## config.mk

```make
export PLATFORM = sky130hd
export DESIGN_NAME = instr_loader
export DESIGN_NICKNAME = d
export VERILOG_FILES = /design/src/rtl/instr_loader_pkg.sv /design/src/rtl/instr_loader_byte_packer.sv /design/src/rtl/instr_loader.sv
export SDC_FILE = /design/constraint.sdc
export NUM_CORES = 1
export LEC_CHECK = 0
export ABC_CLOCK_PERIOD_IN_PS = 2450
export CAP_MARGIN = 30
export CELL_PAD_IN_SITES_DETAIL_PLACEMENT = 2
export CELL_PAD_IN_SITES_GLOBAL_PLACEMENT = 2
export CORE_MARGIN = 2
export CORE_UTILIZATION = 37
export CTS_CLUSTER_SIZE = 30
export DETAILED_ROUTE_END_ITERATION = 8
export DONT_BUFFER_PORTS = 1
export PLACE_DENSITY_LB_ADDON = 0.1
export SYNTH_ARGS = -nofsm -noshare
export SYNTH_HDL_FRONTEND = slang
export SYNTH_SLANG_ARGS = --single-unit
```

## constraint.sdc

```tcl
create_clock -name clk -period 2.45 [get_ports clk]
set_input_delay 0.49 -clock clk [delete_from_list [all_inputs] [get_ports clk]]
set_output_delay 0.49 -clock clk [all_outputs]
set_load 0.03 [all_outputs]
```

## src/rtl/instr_loader_pkg.sv

```systemverilog
// Shared definitions for the instruction-memory loader.
package instr_loader_pkg;

  typedef enum logic [2:0] {
    IDLE,
    LEN_LO,
    LEN_HI,
    DATA,
    WRITE,
    DONE,
    ERR
  } state_t;

  // Image header: little-endian 16-bit word count.
  localparam int unsigned HDR_BYTES  = 2;
  // Bytes per instruction word.
  localparam int unsigned WORD_BYTES = 4;

endpackage

```

## src/rtl/instr_loader_byte_packer.sv

```systemverilog
// Little-endian byte-to-word packer: byte 0 lands in bits [7:0].
module instr_loader_byte_packer
  import instr_loader_pkg::*;
(
  input  logic        clk,
  input  logic        rst,
  input  logic        clear,
  input  logic        byte_valid,
  input  logic [7:0]  byte_in,
  output logic [31:0] word,
  output logic        word_valid
);

  logic [23:0] shift;
  logic [1:0]  idx;

  // The fourth byte completes the word combinationally so the loader can
  // register it on the same edge the byte is accepted.
  always_comb begin
    word       = {byte_in, shift};
    word_valid = byte_valid && (idx == 2'(WORD_BYTES - 1));
  end

  // Shift earlier bytes down; the index wraps to 0 after the last byte.
  always_ff @(posedge clk) begin
    if (rst || clear) begin
      shift <= '0;
      idx   <= '0;
    end else if (byte_valid) begin
      shift <= {byte_in, shift[23:8]};
      idx   <= idx + 2'd1;
    end
  end

endmodule

```

## src/rtl/instr_loader.sv

```systemverilog
// Loads a length-prefixed program image from a byte stream into
// instruction memory, stalling the CPU while the load is in progress.
module instr_loader
  import instr_loader_pkg::*;
#(
  parameter int unsigned RAM_WIDTH     = 32,
  parameter int unsigned RAM_ADDR_BITS = 11
) (
  input  logic                     clk,
  input  logic                     rst,
  input  logic                     start,
  input  logic                     in_valid,
  input  logic [7:0]               in_data,
  output logic                     in_ready,
  output logic                     mem_w_en,
  output logic [RAM_ADDR_BITS-1:0] mem_addr,
  output logic [RAM_WIDTH-1:0]     mem_data,
  output logic                     busy,
  output logic                     done,
  output logic                     error,
  output logic [15:0]              words_written
);

  // 17 bits so a depth of 2**16 still compares correctly against a 16-bit N.
  localparam logic [16:0] DEPTH = 17'(1) << RAM_ADDR_BITS;

  state_t                   state;
  logic [7:0]               len_lo;
  logic [15:0]              len;
  logic [RAM_ADDR_BITS-1:0] addr;
  logic                     arm;
  logic                     xfer;
  logic [15:0]              n_full;
  logic [31:0]              word;
  logic                     word_valid;

  // Handshake, rearm qualification and the header value being completed.
  always_comb begin
    xfer   = in_valid && in_ready;
    arm    = start && (state == IDLE || state == DONE || state == ERR);
    n_full = {in_data, len_lo};
  end

  instr_loader_byte_packer packer (
    .clk        (clk),
    .rst        (rst),
    .clear      (arm),
    .byte_valid (xfer && (state == DATA)),
    .byte_in    (in_data),
    .word       (word),
    .word_valid (word_valid)
  );

  // Loader FSM; every output is set for the state being entered.
  always_ff @(posedge clk) begin
    if (rst) begin
      state         <= IDLE;
      len_lo        <= '0;
      len           <= '0;
      addr          <= '0;
      in_ready      <= 1'b0;
      mem_w_en      <= 1'b0;
      mem_addr      <= '0;
      mem_data      <= '0;
      busy          <= 1'b0;
      done          <= 1'b0;
      error         <= 1'b0;
      words_written <= '0;
    end else begin
      case (state)
        IDLE, DONE, ERR: begin
          if (start) begin
            state         <= LEN_LO;
            in_ready      <= 1'b1;
            busy          <= 1'b1;
            done          <= 1'b0;
            error         <= 1'b0;
            words_written <= '0;
          end
        end
        LEN_LO: begin
          if (xfer) begin
            len_lo <= in_data;
            state  <= LEN_HI;
          end
        end
        LEN_HI: begin
          if (xfer) begin
            len <= n_full;
            if (n_full == 16'd0) begin
              state    <= DONE;
              in_ready <= 1'b0;
              busy     <= 1'b0;
              done     <= 1'b1;
            end else if ({1'b0, n_full} > DEPTH) begin
              state    <= ERR;
              in_ready <= 1'b0;
              busy     <= 1'b0;
              error    <= 1'b1;
            end else begin
              state <= DATA;
              addr  <= '0;
            end
          end
        end
        DATA: begin
          if (word_valid) begin
            state    <= WRITE;
            in_ready <= 1'b0;
            mem_w_en <= 1'b1;
            mem_addr <= addr;
            mem_data <= RAM_WIDTH'(word);
          end
        end
        WRITE: begin
          mem_w_en      <= 1'b0;
          words_written <= words_written + 16'd1;
          addr          <= addr + 1'b1;
          if (words_written + 16'd1 == len) begin
            state <= DONE;
            busy  <= 1'b0;
            done  <= 1'b1;
          end else begin
            state    <= DATA;
            in_ready <= 1'b1;
          end
        end
        default: begin
          state    <= IDLE;
          in_ready <= 1'b0;
          mem_w_en <= 1'b0;
          busy     <= 1'b0;
        end
      endcase
    end
  end

endmodule
```

* Word-level counts from Yosys, hierarchy flattened
Cells that the tools add are included.
** Storage, ports and cells
- Word-level logic and storage cells :: 101
- Register bits after elaboration :: 128
- Output and inout port bits :: 64
** Cells by class
- Add/subtract/negate cells :: 3
- Order comparisons :: 1
- Mux-type cells :: 34
- Bitwise gates (word level) :: 3
- Reduce and logical (&&, ||, !) cells :: 27
- Eq/ne operators :: 19
** Operators with widths (number)
- $mux W11 :: 3
- $pmux W16 S2 :: 1
- $pmux W11 S2 :: 1
- $mux W3 :: 7
- $ne A2 B2 Y1 const B :: 9
- $add A16 B1 Y16 const B :: 1
- $eq A16 B16 Y1 :: 1
- $gt A16 B12 Y1 const B :: 1
- $logic_not A16 Y1 :: 1
- $mux W16 :: 1
- $mux W1 :: 15
- $pmux W3 S5 :: 1
- $reduce_and A5 Y1 :: 3
- $add A11 B1 Y11 const B :: 1
- $reduce_and A2 Y1 :: 5
- $eq A3 B3 Y1 const B :: 3
- $reduce_and A4 Y1 :: 2
- $eq A3 B2 Y1 const B :: 2
- $reduce_and A6 Y1 :: 1
- $reduce_bool A2 Y1 :: 3
- $pmux W1 S5 :: 1
- $reduce_or A5 Y1 :: 1
- $logic_and A1 B1 Y1 :: 4
- $pmux W1 S2 :: 2
- other kinds (13) :: 17

* Logic depth before layout (Yosys ltp)
Gate-level depths: netlist (run 1).
- Word-level depth :: 5
- Mapped depth :: 9
- Mapped depth without buffers :: 8

* Modules after synthesis
From an unflattened synthesis (run 1), not the netlist that was laid out.
** Unflattened totals
- Cells, all modules :: 721
- Area total of the unflattened synthesis :: 5870.6 µm²
** By module, submodules not included
- instr_loader :: times used 1, cells each 626, seq. area each 2042.0 µm², area an instance 4830.9 µm²
- instr_loader_byte_packer :: times used 1, cells each 95, seq. area each 520.5 µm², area an instance 1039.7 µm²

* Worst setup path before layout (run 1)
No wires, ideal clock.
- Path type :: register to register
- From :: register words_written[0]
- To :: register in_ready
- Stages on the path, launching flop included :: 9
- Clock period less this slack :: 2.488 ns
- Arrival :: 2.360 ns
- Path slack :: -0.038 ns
- Cell sequence :: dfxtp_1 ha_1 nand3_2 nor3_4 and4_1 xnor2_1 nand4_1 nor4_4 a21oi_1
** Between the ends
- Cells in the longest elaborated chain, start to end :: 4
** RTL lines
- start, declared :: line instr_loader.sv:21 : output logic [15:0] words_written
- start signal, assigned :: line instr_loader.sv:117 : words_written <= words_written + 16'd1;
- $add A16 B1 Y16 :: line instr_loader.sv:119 : if (words_written + 16'd1 == len) begin
- $eq A16 B16 Y1 :: line instr_loader.sv:119
- $ne A2 B2 Y1 (no source line)
- $reduce_and A6 Y1 (no source line)
- end signal, assigned :: line instr_loader.sv:109 : in_ready <= 1'b0;
- end signal, assigned :: line instr_loader.sv:125 : in_ready <= 1'b1;
- end signal, assigned :: line instr_loader.sv:130 : in_ready <= 1'b0;
- end, declared :: line instr_loader.sv:14 : output logic in_ready,
Every way passes these cells.
A chain may end at the register's enable or synchronous reset.

* Worst setup path in the final report (run 1)
- From :: register words_written[1]
- To :: register in_ready
Same word-level chain as after synthesis.

==> results of run 1 <==
## synthesized netlist by cell type, drive strengths merged (3+ instances only)
cell | instances | area share
clkbuf | 31 | 0.021
and3 | 5 | 0.0058
inv | 5 | 0.0033
ha | 3 | 0.0067
xnor2 | 18 | 0.028
buf | 14 | 0.017
a31oi | 5 | 0.0056
a21oi | 114 | 0.10
nor2 | 63 | 0.043
dfxtp | 128 | 0.46
mux2i | 9 | 0.016
a21o | 6 | 0.0082
nand2 | 190 | 0.13
nand4 | 9 | 0.016
o21ai | 23 | 0.020
or3 | 4 | 0.0047
nand3b | 5 | 0.0067
and2 | 3 | 0.0033
nand3 | 14 | 0.014
nor4 | 6 | 0.012
o22ai | 4 | 0.0044
xor2 | 14 | 0.022
nor3 | 8 | 0.012
a22oi | 4 | 0.0053
## cell families (layout without fill, tap and decap cells)
group / count (synthesis) / after routing / synth area share
fa+ha+maj: 3 / 3 / 0.00667
flops: 128 / 128 / 0.455
xor+xnor: 32 / 32 / 0.0498
simple gates: 319 / 319 / 0.262
mux: 9 / 9 / 0.0160
compound gates: 170 / 170 / 0.168
buf+inv: 51 / 74 / 0.0423
## flip-flops by register name, indices dropped and copies added, names as in the netlist
register and count:
mem_data 32, in_ready 1, mem_w_en 1, len 16, addr 11, packer.shift 24, mem_addr 11, state 3
len_lo 8, error 1, packer.idx 2, busy 1, words_written 16, done 1
## repair_timing
action / CTS / global route
hold buffers: 0 / 0
endpoints found under the setup margin: 2 / 12
pin swaps: 1 / 1
gates resized for setup: 0 / 5
buffers inserted: 0 / 1
## cells in the final DEF, fill, tap and decap left out, types with 3 or more instances in the layout
cell type	netlist	final
clkinvlp_4	0	5
inv_1	5	5
a31oi_1	5	5
nor2_1	60	59
a21o_1	5	5
nand3b_1	5	5
nor2_2	3	4
mux2i_1	9	9
dfxtp_1	128	127
or3_1	3	3
a21oi_1	113	113
and2_1	3	3
nand2_1	190	190
clkbuf_16	0	17
o22ai_1	4	4
a22oi_1	4	4
clkbuf_8	0	3
nand3_1	12	12
buf_4	1	35
nor3_1	5	5
nand4_1	6	6
nor4_1	4	3
xor2_1	14	14
xnor2_1	18	18
o21ai_0	23	23
and3_1	4	4
## worst max-delay path: cells and delay by family (launching register included)
kind / cells / cell delay [ns]
buffers and inverters: 1 / 0.19
XOR/XNOR: 1 / 0.16
adder cells (fa/ha/maj): 1 / 0.24
AO/OA/AOI/OAI: 1 / 0.07
flip-flops: 1 / 0.34
AND/OR/NAND/NOR: 5 / 1.20
## path summary, 6_finish.rpt
path / start / endpoint
setup reg to reg: words_written[1] / in_ready
hold / removal: rst / mem_data[24]
setup / recovery: words_written[1] / in_ready
hold reg to reg: packer.shift[7] / mem_data[7]
## layer usage
layer  vias to the layer above  GRT usage
li1                       2427          -
met4                         0     0.0737
met2                        96      0.394
met5                         -          0
met3                        20     0.0603
met1                      2547      0.290
## layout make-up
class	instances	area, sq um	share of cell area
inverters	6	22.5	0.00344
well taps	188	235	0.0359
clock inverters	11	129	0.0197
flip-flops and latches	128	2560	0.391
clock buffers	21	470	0.0718
multi-input cells	533	2850	0.435
repair buffers	36	283	0.0432
## stage by stage
step | hold slack (ns) | power, uW
floorplan | 0.432 | 2910
global placement | 0.439 | 3110
detailed placement | 0.450 | 3150
CTS | 0.108 | 5750
global route | 0.118 | 5970
finish | 0.137 | 5710
## power by group through the flow
| stage | sequential [uW] | clock, uW | combinational (uW) |
|---|---|---|---|
| global route | 2300 | 2730 | 933 |
| global placement | 2330 | 0 | 787 |
| finish | 2290 | 2570 | 846 |
| CTS | 2290 | 2620 | 843 |
| detailed placement | 2330 | 0 | 818 |
| floorplan | 2300 | 0 | 613 |
==> summary.txt, run 1 <==
Fin area = 0.00655 sq mm
Vias per std cell = 5.51
Asr flop ratio synth = 0
CTS tree = yes
RD Place Congestion = 0.815
Pre-CTS setup slack = 0.0506 ns
#FFs+latches synth = 128
CP max FO = 5
Drt wl/cell = 19.8 um
CTS Sinks = 128
DIE HEIGHT = 127 um
CTS Buf Count = 17
Critical Path, Cell by Cell = ha_2, nand3_2, nor3_4, and4_2, xnor2_1, nand4_1, nor4_4, buf_4, a21oi_1
Placed cell area = 0.00592 sq mm
Final wirelength = 18300 um
Antenna diodes = 0
1st-iter DRT viols = 268
Clock Tree Buf Depth = 2
First-pass GRT wire length = 29800 um
Register area share after synthesis = 0.455
Largest net degree at the start of global routing = 97
Psw = 1680 uW
Setup TNS Final = 0 ns
Mean Syn Cell Area = 7.90 sq um
Hold Path Class = primary input to register
Maximum clock rate = 433 MHz
Max Slew Vio Count = 0
Layout Nets = 737
H-tree depth = 4
Status = finished, final reports clean
Die width = 127 um
Initial antenna violation count = 0
Clk pwr share = 0.451
I/O pin total = 76
DIE AREA = 0.0162 sq mm
Syn Inst Count = 712
Setup CP Type = register to register
Met3 WL = 770 um
All-Layer GR Usage = 0.233
Post-route clock skew = 0.00715 ns
Slew @ Worst Pin = 0.627 ns
Net Count, Synth = 727
Final worst setup slack = 0.139 ns
Pleak = 0.00231 uW
Final hold vios = 0
Crit path time final = 2.31 ns
Antenna viol nets, final = 0
Comb pwr share = 0.148
Final worst path period share = 0.943
CP Launch Type = register
Met2 wire len = 9060 um
Core Rows = 45
Cell Count, Final, Fillers Out = 923
Net Sw Frac = 0.295
Arrival time at the worst endpoint = 2.63 ns
Max_slew headroom = 0.578
Drt drc = 0
Final Util = 0.436
R2R Setup Slk = 0.14 ns
Buffers added on ports = 0
Root buf cell = clkbuf_16
Grt ovf = 0
Worst-path clk slew = 0.06 ns
Setup violators final = 0
Internal power = 4030 uW
CP required = 2.77 ns
Post-Syn Area = 0.00563 sq mm
Post-synth EDFFs = 0
Worst Setup End Kind = register
Leading register cell type out of synthesis = dfxtp_1
Core area = 0.0150 sq mm
P per Cell Area = 871 mW/mm^2
Distinct cell type count after synthesis = 59
Fillers = 1697
Synth warn = 0
Routed via count = 5090
Part of the power in registers = 0.401
Peak supply drop = 0.495 mV
Vias in the first global route = 5579
Number of max-cap violations = 0
Worst stage delay on the critical path = 0.34 ns
Worst skew pair latency = 0.43 ns
Initial Util = 0.374
M1 WL = 8150 um
Top layer in use = met4
Worst Hold Depth = 1
Initial DRT Pass Iterations = 4
Share of layout cells above drive strength 1 = 0.128
Area growth syn-to-layout = 16.4%
Reg2Reg Depth = 9
HPWL Detailed = 12100 um
Slowest CP cell = dfxtp_1
Post-placement cell count = 890
(Power assumes the default switching activity.)
==> run 2: changes to the inputs <==
--- a/config.mk
+++ b/config.mk
@@ -7,11 +7,12 @@
 export LEC_CHECK = 0
 export ABC_CLOCK_PERIOD_IN_PS = 2450
 export CAP_MARGIN = 30
-export CELL_PAD_IN_SITES_DETAIL_PLACEMENT = 2
+export CELL_PAD_IN_SITES_DETAIL_PLACEMENT = 0
 export CELL_PAD_IN_SITES_GLOBAL_PLACEMENT = 2
+export CORE_ASPECT_RATIO = 1.5
 export CORE_MARGIN = 2
 export CORE_UTILIZATION = 37
-export CTS_CLUSTER_SIZE = 30
+export CTS_CLUSTER_SIZE = 8
 export DETAILED_ROUTE_END_ITERATION = 8
 export DONT_BUFFER_PORTS = 1
 export PLACE_DENSITY_LB_ADDON = 0.1
==> run 2 against run 1 <==
  * Combinational power shrank 6.1%
  * Critical endpoint unchanged
  * Wire length decreased by 16%
  * Clock power decreased by 8.2%
  * Critical path type unchanged
  * Clock-buffer cell count decreased by 1
  * Highest routed layer unchanged
==> summary.txt, run 2 (same netlist as run 1, synthesis figures left out) <==
Critical Path, Cell by Cell = ha_1, and3_1, or4_1, a31oi_1, nand2_1, nor4_4, a21oi_1
Commonest non-fill, non-tap cell in the layout = nand2_1
CP max FO = 5
All-Layer GR Usage = 0.192
Die width = 105 um
RD Place Congestion = 0.867
1st-iter DRT viols = 180
Initial antenna violation count = 0
Crit path time final = 2.30 ns
Largest regs = mem_data (32), packer.shift (24)
Core area = 0.0150 sq mm
Hold path startpoint = rst
Routed via count = 4770
R2R Setup Slk = 0.15 ns
Worst stage delay on the critical path = 0.47 ns
DIE AREA = 0.0162 sq mm
Biggest register = mem_data
Worst-path clk slew = 0.06 ns
CP required = 2.73 ns
Most frequent cells in the layout = 190 x nand2_1, 126 x dfxtp_1, 113 x a21oi_1, 60 x nor2_1, 33 x buf_4
Cell family with most CP delay = simple AND/OR/NAND/NOR gates
Max reg flops = 32
Clock Tree Buf Depth = 2
Hold path endpoint = mem_addr[0]
CP Launch Type = register
Maximum clock rate = 435 MHz
HPWL Detailed = 10500 um
Net Sw Frac = 0.288
Part of the power in registers = 0.420
Post-route clock skew = 0.00855 ns
Hold Path Class = primary input to register
Worst r2r dst = in_ready
Max Slew Vio Count = 0
Antenna diodes = 0
Root buf cell = clkbuf_16
Setup violators final = 0
Final hold vios = 0
Peak supply drop = 0.373 mV
Setup TNS Final = 0 ns
Reg2Reg Depth = 7
Psw = 1570 uW
Grt ovf = 0
Worst skew pair latency = 0.41 ns
Layout Nets = 736
Slew @ Worst Pin = 0.602 ns
Initial DRT Pass Iterations = 4
H-tree depth = 4
Worst r2r src = words_written[0]
P per Cell Area = 838 mW/mm^2
Setup CP Type = register to register
Largest net degree at the start of global routing = 97
Hold_ws = 0.155 ns
Clk pwr share = 0.434
Final worst setup slack = 0.152 ns
Number of max-cap violations = 0
Worst Hold Depth = 1
Vias in the first global route = 4774
I/O pin total = 76
Buffers added on ports = 0
Drt drc = 0
Worst Path Buf+Inv = 0
Area growth syn-to-layout = 15.5%
Final wirelength = 15400 um
CTS Sinks = 128
Final worst path period share = 0.938
Share of layout cells above drive strength 1 = 0.119
First-pass GRT wire length = 24900 um
Worst Setup End Kind = register
Initial Util = 0.375
Internal power = 3870 uW
Slowest CP cell = or4_1
Arrival time at the worst endpoint = 2.58 ns
Max_slew headroom = 0.595
Core Rows = 55
Pleak = 0.00229 uW
Status = finished, final reports clean
DIE HEIGHT = 155 um
Final Util = 0.433
Drt wl/cell = 16.5 um
Pre-CTS setup slack = 0.0550 ns
CTS tree = yes
CTS Buf Count = 17
RSZ-0062 raised after global routing = false
Antenna viol nets, final = 0
Comb pwr share = 0.146
Vias per std cell = 5.12
[run 2: worst max path at each step]
stage	startpoint	endpoint	slack, ns	cells past startpoint
2_1_floorplan	words_written[1]	in_ready	0.009	8
3_5_place_dp	words_written[1]	in_ready	0.05	8
5_1_grt	words_written[0]	in_ready	0.004	7
6_report	words_written[0]	in_ready	0.15	7
3_3_place_gp	words_written[1]	in_ready	0.15	8
4_1_cts	words_written[1]	in_ready	0.04	8
[run 2: power groups by stage]
stage	Clock, uW	Combinational (uW)	Sequential [uW]
6_report	2360	794	2290
5_1_grt	2500	875	2290
4_1_cts	2420	797	2280
3_5_place_dp	0	795	2330
3_3_place_gp	0	784	2330
2_1_floorplan	0	613	2300
[run 2: layout make-up]
| type | instances | area [sq um] |
|---|---|---|
| sequential | 128 | 2560 |
| timing repair buffer | 35 | 288 |
| multi-input combinational | 533 | 2830 |
| inverter | 6 | 22.5 |
| tap | 199 | 249 |
| fill | 1596 | 8510 |
| clock inverter | 10 | 88.8 |
| clock buffer | 20 | 457 |
[run 2: stage by stage]
stage	total power, uW	cell area, sq um	instances
floorplan	2910	5630	712
global placement	3110	5930	899
detailed placement	3120	5930	899
CTS	5500	6480	929
global route	5670	6500	931
finish	5440	6500	931
[run 2: routing by layer]
layer  global-route usage  vias up  routed length [um]
li1                     -     2418                   -
met1                0.219     2247                6440
met2                0.350       87                8000
met3               0.0507       18                 708
met4               0.0603        0                 224
met5                    0        -                   0
[run 2: repair_timing]
| action | CTS | global route |
|---|---|---|
| setup endpoints to repair | 0 | 5 |
| resized for setup | 0 | 1 |
| setup buffers | 0 | 2 |
| hold buffers | 0 | 0 |
==> run 3: changes to the inputs <==
--- a/config.mk
+++ b/config.mk
@@ -11,10 +11,9 @@
 export CELL_PAD_IN_SITES_GLOBAL_PLACEMENT = 2
 export CORE_ASPECT_RATIO = 1.5
 export CORE_MARGIN = 2
-export CORE_UTILIZATION = 37
+export CORE_UTILIZATION = 32
 export CTS_CLUSTER_SIZE = 8
 export DETAILED_ROUTE_END_ITERATION = 8
-export DONT_BUFFER_PORTS = 1
 export PLACE_DENSITY_LB_ADDON = 0.1
 export SYNTH_ARGS = -nofsm -noshare
 export SYNTH_HDL_FRONTEND = slang
==> run 3 against run 2 <==
  * First-iteration DRC count increased by 8.3%
  * Wire length increased by 9.3%
  * Largest cell class unchanged
  * Critical path type unchanged
  * Power increased by 7.5%
==> summary.txt, run 3 (same netlist as run 1, synthesis figures left out) <==
Peak supply drop = 0.453 mV
Final hold vios = 0
Vias per std cell = 5.00
Top layer in use = met4
Worst skew pair latency = 0.42 ns
Max reg flops = 32
Setup violators final = 0
Clock Tree Buf Depth = 2
Most frequent cells in the layout = 190 x nand2_1, 126 x dfxtp_1, 113 x a21oi_1, 74 x clkdlybuf4s50_1, 60 x nor2_1
R2R Setup Slk = 0.19 ns
Routed via count = 5166
Core area = 0.0173 sq mm
Final wirelength = 16800 um
Arrival time at the worst endpoint = 2.56 ns
Final Total Pwr = 5850 uW
All-Layer GR Usage = 0.184
Post-cts sizing count = 0
First-pass GRT wire length = 27200 um
Pleak = 0.00264 uW
Multi-input logic area = 0.00283 sq mm
Worst stage delay on the critical path = 0.47 ns
Initial DRT Pass Iterations = 4
Drt drc = 0
CTS Sinks = 128
Worst Path Buf+Inv = 1
Buffers added on ports = 75
Final Util = 0.431
Antenna diodes = 0
Initial antenna violation count = 1
P per Cell Area = 785 mW/mm^2
Postcts setup bufs = 0
Slew @ Worst Pin = 0.545 ns
Met2 wire len = 8760 um
Maximum clock rate = 442 MHz
Max Slew Vio Count = 0
Core Rows = 59
Cell family with most CP delay = simple AND/OR/NAND/NOR gates
Drt wl/cell = 16.2 um
1st-iter DRT viols = 195
FF/Latch Area = 0.00256 sq mm
Number of max-cap violations = 0
Status = finished, final reports clean
Initial Util = 0.326
CP Launch Type = register
Hold Path Class = register to register
RSZ-0062 raised after global routing = false
Commonest non-fill, non-tap cell in the layout = nand2_1
Worst-path clk slew = 0.06 ns
DIE HEIGHT = 166 um
Root buf cell = clkbuf_16
Final worst path period share = 0.924
Fillers = 1813
CTS tree = yes
CP required = 2.75 ns
Biggest register = mem_data
Met3 WL = 657 um
H-tree depth = 4
RD Place Congestion = 0.879
Max_slew headroom = 0.636
Layout Nets = 823
Worst Setup End Kind = register
Critical Path, Cell by Cell = ha_1, and3_1, or4_1, a31oi_1, nand2_1, nor4_4, buf_4, o22ai_1
Antenna viol nets, final = 0
Largest net degree at the start of global routing = 48
I/O pin total = 76
HPWL Detailed = 12100 um
CTS Hold Bufs = 0
CTS Buf Count = 17
Setup CP Type = register to register
Post-route clock skew = 0.00878 ns
Die width = 112 um
Vias in the first global route = 5167
Share of layout cells above drive strength 1 = 0.124
Crit path time final = 2.26 ns
Slowest CP cell = or4_1
DIE AREA = 0.0187 sq mm
Largest regs = mem_data (32), packer.shift (24)
Grt ovf = 0
CP max FO = 5
M1 WL = 7020 um
Area growth syn-to-layout = 32.5%
run 3: cell count changes in the layout (fill, tap and decap cells not counted), sizes merged:
cell | previous run | this run
buf | 35 | 48
bufinv | 1 | 3
inv | 6 | 7
clkdlybuf4s50 | 0 | 74
clkbuf | 20 | 19
run 3: where the power goes:
part	switching, uW	total (uW)	internal (uW)
combinational	611	1000	389
clock	975	2600	1630
sequential	99.1	2250	2150
run 3: area by class of cell:
class / instances / area share
Sequential cell: 128 / 0.344
Multi-Input combinational cell: 533 / 0.380
Inverter: 6 / 0.00302
Timing Repair Buffer: 122 / 0.156
Tap cell: 213 / 0.0358
Clock inverter: 13 / 0.0217
Clock buffer: 19 / 0.0594
run 3: stage by stage:
step / instances / worst slack, ns / hold WS, ns / setup TNS (ns) / cell area, sq um
floorplan: 712 / 0.00859 / 0.432 / 0 / 5630
CTS: 1034 / 0.124 / 0.455 / 0 / 7440
global placement: 1002 / -0.157 / 0.445 / -0.891 / 6840
finish: 1034 / 0.185 / 0.453 / 0 / 7450
global route: 1034 / 0.0189 / 0.474 / 0 / 7450
detailed placement: 1002 / -0.194 / 0.447 / -1.26 / 6840
run 3: worst min-delay path: stages, from the launching register on:
cell and delay (ns):
dfxtp_1 0.30, nand2_1 0.05, a21oi_1 0.05
run 3: layer usage:
| layer | track usage | vias to the layer above |
|---|---|---|
| met4 | 0.0695 | 0 |
| met2 | 0.329 | 89 |
| li1 | - | 2596 |
| met5 | 0 | - |
| met3 | 0.0456 | 26 |
| met1 | 0.210 | 2455 |
run 3: path summary, 6_finish.rpt:
check	from	to	cells after the start
max	words_written[0]	busy	8
max reg2reg	words_written[0]	busy	8
min reg2reg	mem_data[3]	mem_data[3]	2
min	mem_data[3]	mem_data[3]	2
